**src/rtl/ssd_scan_ctrl_pkg.sv**
```systemverilog
// ssd_scan_ctrl_pkg: shared scan-controller types, constants and segment helpers
//   state_t  : scan FSM states (IDLE, BLANK, SHOW)
//   SEG_OFF  : all segments dark (active-low)
//   AN_OFF   : all anodes off (active-low)
//   hex_seg  : nibble -> {g,f,e,d,c,b,a} active-low pattern
//   lz_blank : leading-zero test for digit k of a 16-bit hex value
package ssd_scan_ctrl_pkg;

    typedef enum logic [1:0] {
        ST_IDLE  = 2'd0,
        ST_BLANK = 2'd1,
        ST_SHOW  = 2'd2
    } state_t;

    localparam logic [6:0] SEG_OFF = 7'h7F;
    localparam logic [3:0] AN_OFF  = 4'hF;

    function automatic logic [6:0] hex_seg(input logic [3:0] n);
        case (n)
            4'h0: return 7'h40;
            4'h1: return 7'h79;
            4'h2: return 7'h24;
            4'h3: return 7'h30;
            4'h4: return 7'h19;
            4'h5: return 7'h12;
            4'h6: return 7'h02;
            4'h7: return 7'h78;
            4'h8: return 7'h00;
            4'h9: return 7'h10;
            4'hA: return 7'h08;
            4'hB: return 7'h03;
            4'hC: return 7'h46;
            4'hD: return 7'h21;
            4'hE: return 7'h06;
            default: return 7'h0E;
        endcase
    endfunction

    // Digit k is a leading zero when it and every digit to its left are zero;
    // digit 0 never qualifies so a zero value still shows "0".
    function automatic logic lz_blank(input logic [15:0] d, input logic [1:0] k);
        return (k != 2'd0) && ((d >> {k, 2'b00}) == 16'h0);
    endfunction

endpackage

```
**src/rtl/ssd_scan_ctrl_hex_decode.sv**
```systemverilog
// ssd_hex_decode: combinational hex nibble to active-low 7-segment pattern
//   i_nib : hex nibble
//   o_seg : {g,f,e,d,c,b,a}, active-low
module ssd_hex_decode
    import ssd_scan_ctrl_pkg::*;
(
    input  logic [3:0] i_nib,
    output logic [6:0] o_seg
);

    assign o_seg = hex_seg(i_nib);

endmodule

```
**src/rtl/ssd_scan_ctrl.sv**
```systemverilog
// ssd_scan_ctrl: 4-digit multiplexed 7-segment scan with blanking and double-buffered data
//   dclk          : clock
//   rst           : asynchronous active-high reset
//   i_enable      : 1 = scan, 0 = dark and idle
//   i_upd_valid   : update request; accepted when o_upd_ready is high
//   o_upd_ready   : pending buffer empty
//   i_upd_data    : four hex nibbles, [3:0] = rightmost digit
//   i_upd_dp      : decimal points per digit, 1 = lit
//   i_upd_lzb     : leading-zero blanking for this update
//   o_an          : anodes, active-low
//   o_seg         : segments {g,f,e,d,c,b,a}, active-low
//   o_dp          : decimal point, active-low
//   o_frame_done  : one-cycle pulse after digit 3 finishes its dwell
module ssd_scan_ctrl
    import ssd_scan_ctrl_pkg::*;
#(
    parameter int DWELL_CYCLES = 50000,
    parameter int BLANK_CYCLES = 500
) (
    input  logic        dclk,
    input  logic        rst,
    input  logic        i_enable,
    input  logic        i_upd_valid,
    output logic        o_upd_ready,
    input  logic [15:0] i_upd_data,
    input  logic [3:0]  i_upd_dp,
    input  logic        i_upd_lzb,
    output logic [3:0]  o_an,
    output logic [6:0]  o_seg,
    output logic        o_dp,
    output logic        o_frame_done
);

    localparam int MAXC = (DWELL_CYCLES > BLANK_CYCLES) ? DWELL_CYCLES : BLANK_CYCLES;
    localparam int W    = $clog2(MAXC + 1);
    localparam logic [W-1:0] C_DWELL = W'(DWELL_CYCLES - 1);
    // With no blank phase, each digit boundary goes straight into the next dwell.
    localparam state_t       START_ST = (BLANK_CYCLES == 0) ? ST_SHOW : ST_BLANK;
    localparam logic [W-1:0] C_START  = W'((BLANK_CYCLES == 0) ? DWELL_CYCLES - 1 : BLANK_CYCLES - 1);

    state_t       r_state;
    logic [1:0]   r_idx;
    logic [W-1:0] r_cnt;
    logic [15:0]  r_act_data, r_pnd_data;
    logic [3:0]   r_act_dp, r_pnd_dp;
    logic         r_act_lzb, r_pnd_lzb, r_pnd_full;

    state_t       w_nxt_state;
    logic [1:0]   w_nxt_idx;
    logic [W-1:0] w_nxt_cnt;
    logic         w_end, w_frame, w_commit, w_accept, w_show;
    logic [15:0]  w_nxt_data;
    logic [3:0]   w_nxt_dp, w_nib;
    logic         w_nxt_lzb;
    logic [6:0]   w_seg;

    assign w_end    = (r_cnt == '0);
    assign w_frame  = i_enable && (r_state == ST_SHOW) && (r_idx == 2'd3) && w_end;
    // Commits happen only at a frame boundary or while idle, so a frame never mixes buffers.
    assign w_commit = r_pnd_full && ((r_state == ST_IDLE) || w_frame);
    assign w_accept = i_upd_valid && !r_pnd_full;
    assign o_upd_ready = !r_pnd_full;

    always_comb begin
        w_nxt_state = ST_IDLE;
        w_nxt_idx   = 2'd0;
        w_nxt_cnt   = '0;
        if (i_enable) begin
            case (r_state)
                ST_IDLE: begin
                    w_nxt_state = START_ST;
                    w_nxt_cnt   = C_START;
                end
                ST_BLANK: begin
                    w_nxt_state = w_end ? ST_SHOW : ST_BLANK;
                    w_nxt_idx   = r_idx;
                    w_nxt_cnt   = w_end ? C_DWELL : r_cnt - W'(1);
                end
                default: begin
                    w_nxt_state = w_end ? START_ST : ST_SHOW;
                    w_nxt_idx   = w_end ? r_idx + 2'd1 : r_idx;
                    w_nxt_cnt   = w_end ? C_START : r_cnt - W'(1);
                end
            endcase
        end
    end

    // Outputs are registered from next-cycle values so they move on the same edge
    // as state/idx, including a commit immediately followed by digit 0.
    assign w_nxt_data = w_commit ? r_pnd_data : r_act_data;
    assign w_nxt_dp   = w_commit ? r_pnd_dp   : r_act_dp;
    assign w_nxt_lzb  = w_commit ? r_pnd_lzb  : r_act_lzb;
    assign w_nib      = 4'(w_nxt_data >> {w_nxt_idx, 2'b00});
    assign w_show     = (w_nxt_state == ST_SHOW);

    ssd_hex_decode u_dec (
        .i_nib (w_nib),
        .o_seg (w_seg)
    );

    always_ff @(posedge dclk or posedge rst) begin
        if (rst) begin
            r_state      <= ST_IDLE;
            r_idx        <= 2'd0;
            r_cnt        <= '0;
            r_act_data   <= 16'h0;
            r_act_dp     <= 4'h0;
            r_act_lzb    <= 1'b0;
            r_pnd_data   <= 16'h0;
            r_pnd_dp     <= 4'h0;
            r_pnd_lzb    <= 1'b0;
            r_pnd_full   <= 1'b0;
            o_an         <= AN_OFF;
            o_seg        <= SEG_OFF;
            o_dp         <= 1'b1;
            o_frame_done <= 1'b0;
        end else begin
            r_state      <= w_nxt_state;
            r_idx        <= w_nxt_idx;
            r_cnt        <= w_nxt_cnt;
            r_act_data   <= w_nxt_data;
            r_act_dp     <= w_nxt_dp;
            r_act_lzb    <= w_nxt_lzb;
            if (w_commit) begin
                r_pnd_full <= 1'b0;
            end else if (w_accept) begin
                r_pnd_data <= i_upd_data;
                r_pnd_dp   <= i_upd_dp;
                r_pnd_lzb  <= i_upd_lzb;
                r_pnd_full <= 1'b1;
            end
            o_an         <= w_show ? ~(4'b0001 << w_nxt_idx) : AN_OFF;
            o_seg        <= (w_show && !(w_nxt_lzb && lz_blank(w_nxt_data, w_nxt_idx))) ? w_seg : SEG_OFF;
            o_dp         <= ~(w_show & w_nxt_dp[w_nxt_idx]);
            o_frame_done <= w_frame;
        end
    end

endmodule

```
**config.mk**
```make
export PLATFORM = sky130hd
export DESIGN_NAME = ssd_scan_ctrl
export DESIGN_NICKNAME = d
export VERILOG_FILES = /design/src/rtl/ssd_scan_ctrl_pkg.sv /design/src/rtl/ssd_scan_ctrl_hex_decode.sv /design/src/rtl/ssd_scan_ctrl.sv
export SDC_FILE = /design/constraint.sdc
export NUM_CORES = 1
export LEC_CHECK = 0
export CELL_PAD_IN_SITES_DETAIL_PLACEMENT = 0
export CELL_PAD_IN_SITES_GLOBAL_PLACEMENT = 1
export CORE_AREA = 3 3 91 93
export DETAILED_ROUTE_END_ITERATION = 12
export DIE_AREA = 0 0 94 96
export GPL_ROUTABILITY_DRIVEN = 0
export PLACE_DENSITY_LB_ADDON = 0.1
export SYNTH_ARGS = -nofsm -noshare
export SYNTH_HDL_FRONTEND = slang
export SYNTH_SLANG_ARGS = --single-unit
```
**constraint.sdc**
```tcl
create_clock -name dclk -period 5.6 [get_ports dclk]
set_input_delay 1.68 -clock dclk [delete_from_list [all_inputs] [get_ports dclk]]
set_output_delay 1.68 -clock dclk [all_outputs]
set_load 0.01 [all_outputs]
```
==> impl_metrics.yaml <==
run_status:
  status: "finished clean"
pwr:
  peakVddDrop_uv: 216
  switching_share: 0.323
  p_int_mw: 1.14
  pwr-share-clk: 0.243
  power.switching_mw: 0.542
  p_leak_nw: 1.82
  p_comb_frac: 0.302
  pwr_density_cell_nw_per_um2: 387
  p_seq_frac: 0.454
synthesis:
  synth_edf_count: 0
  yosys.cell_types.count: 58
  synth_ff_type: "dfrtp_1"
  synth_compound_area_frac: 0.0906
  synth_area_um2: 3650
  synth-simple-area-share: 0.127
  synth_area_leaders: "dfrtp_1 44%, mux2_2 9.3%, dfstp_2 8.6%"
  synth_seq_cells: 76
  synth_top_area_cell: "dfrtp_1"
  synth_area_per_cell_um2: 11.6
  ys_seq_area_frac: 0.526
  synth_xor_area_frac: 0.0240
  synth_top_family_by_area: "multiplexers"
  async_reset_ff_frac: 1.00
  syn-num-nets: 347
  muxShareOfSynthArea: 0.170
  syn_inst: 314
  synth_top_area_frac: 0.439
  yosysWarningCount: 0
  synth_fa_ha_area_frac: 0.0274
cells_and_area:
  insertedDiodeCount: 0
  drive_above_1_share: 0.201
  final_common_cell: "dfrtp_1"
  final_cell_mix: "64 x dfrtp_1, 38 x clkdlybuf4s50_1, 30 x mux2_2"
  final_nets: 391
  synthToLayoutAreaGrowth_pct: 19.2
  finalNonFillerCells: 465
floorplan:
  die_w_um: 94
  rows: 32
  die_area_um2: 9020
  die_h_um: 96
  initial_core_util: 0.479
  io_pins: 39
  core_area_um2: 7610
timing:
  maxSlewHeadroom: 0.310
  hold_violations: 0
  fmax_mhz: 204
  maxSlewViolCount: 0
  setup_tns_ns: 0
  min_period_over_period: 0.876
  fin_hold_ws_ns: 0.475
  skew_ns: 0.0109
  finalSetupViolCount: 0
  rsz0062_at_grt: "no"
  setup_slack_ns: 0.693
  tightest_slew_ns: 1.03
  post-route-min-period_ns: 4.91
setup_path:
  reg2regPathDepth: 14
  critPathLaunchType: "primary input"
  crit_required_ns: 5.87
  arrival_ns: 5.17
  critical_path_class: "in2reg"
  r2r_slack_ns: 1.22
  crit_path_end_kind: "register"
  reg2reg_from: "r_cnt[0]$_DFF_PP0_"
  path_max_fanout: 29
  r2r_end: "o_seg[3]$_DFF_PP1_"
clock_tree:
  clockBufferDepth: 2
  cts_root_buf: "clkbuf_8"
  cts_tree: "done"
  clock-sinks: 76
  path_clk_slew_ns: 0.08
  postCtsSetupBuffers: 0
  ctsResizeCount: 0
  cts_made_buffers: 9
  clk_latency_ns: 0.35
  htree_levels: 3
  holdBufCountCts: 0
hold_path:
  hold_start: "r_cnt[0]$_DFF_PP0_"
  hp-class: "reg2reg"
  hold_depth: 1
  min_to: "r_cnt[0]$_DFF_PP0_"
global_routing:
  grt_pass1_vias: 2475
  grt_pass1_wl_mm: 12.2
  grt_max_degree: 45
  overflow: 0
  antenna_found_initial: 0
  track_usage: 0.176
route:
  routed-via-count: 2469
  ant_nets: 0
  first_iter_violations: 130
  vias_per_cell: 5.31
  dr.pass1.iters: 4
  wl_mm: 7.30
  drcViolationCount: 0
  wire_per_inst_um: 15.7
job:
  max_cap_violations: 0
place:
  placed_cells: 449
  post-place-ws_ns: 0.332
  port_buffers: 38
  dpl.hpwl_mm: 5.19
-- worst max path at each step --
stage | startpoint | end | cells after the start
after global placement | i_enable | o_seg[3]$_DFF_PP1_ | 14
final | i_enable | o_seg[3]$_DFF_PP1_ | 14
after CTS | i_enable | o_seg[3]$_DFF_PP1_ | 14
after floorplan | i_enable | o_seg[3]$_DFF_PP1_ | 15
after detailed placement | i_enable | o_seg[3]$_DFF_PP1_ | 14
after global routing | i_enable | o_seg[3]$_DFF_PP1_ | 14
-- state kept, by name, indices dropped and copies added, names as in the netlist, 4 cells and up --
signal / cells
r_pnd_dp: 4
r_cnt: 16
o_seg: 7
r_act_dp: 4
r_pnd_data: 16
r_act_data: 16
o_an: 4
-- power groups by stage --
stage | sequential [mW] | clock, mW | combinational, mW
floorplan | 0.747 | 0 | 0.392
global placement | 0.773 | 0 | 0.499
detailed placement | 0.775 | 0 | 0.507
CTS | 0.766 | 0.423 | 0.512
global route | 0.782 | 0.444 | 0.572
finish | 0.763 | 0.409 | 0.508
-- per-layer routing --
metal	share of wire	global-route usage
met3	0.029	0.0297
met2	0.50	0.291
met4	0.015	0.0746
met1	0.46	0.231
met5	0	0
-- cell usage after synthesis (all sizes together) (2+ instances only) --
master  number
ha           8
nand3        6
buf          7
clkbuf       4
nor3b        2
a31oi        2
xnor2        5
and2         2
or3          3
o21ai        7
nand2       20
o221ai       3
a21oi       12
mux2i       16
nor3        10
dfrtp       64
or2          2
inv         17
or4          4
o31ai        2
nor2b        2
mux2        39
a211oi       2
nand2b       4
xor2         5
nor2        28
a311oi       2
o211ai       2
dfstp       12
nor4         4
-- critical path, cell delays in order --
cell             delay (ns)
clkdlybuf4s50_1        0.63
nand3b_1               0.15
or4_4                  0.45
o31ai_4                0.22
buf_12                 0.23
mux2_2                 0.19
mux2i_1                0.07
mux2i_1                0.46
inv_1                  0.17
ha_1                   0.32
inv_1                  0.05
mux4_2                 0.44
clkinv_1               0.06
nand2_1                0.04
-- logic make-up (layout without fill, tap and decap cells) --
family	after synthesis	after routing
mux	56	56
fa+ha+maj	8	8
simple gates	93	93
compound gates	42	42
flops	76	76
buf+inv	29	78
xor+xnor	10	10
-- cell type report --
cell class	instances	area, µm²
Clock inverter	6	65.1
Timing Repair Buffer	44	438
Multi-Input combinational cell	209	1610
Clock buffer	10	128
Fill cell	655	3260
Tap cell	102	128
Inverter	18	67.6
Sequential cell	76	1920
-- through the flow --
step	utilization	cell area (µm²)	total power, mW
6_report	0.572	4350	1.68
5_1_grt	0.572	4350	1.80
4_1_cts	0.572	4350	1.70
3_5_place_dp	0.546	4160	1.28
3_3_place_gp	0.546	4160	1.27
2_1_floorplan	-	3650	1.14
Power figures use the tool's default switching activity.
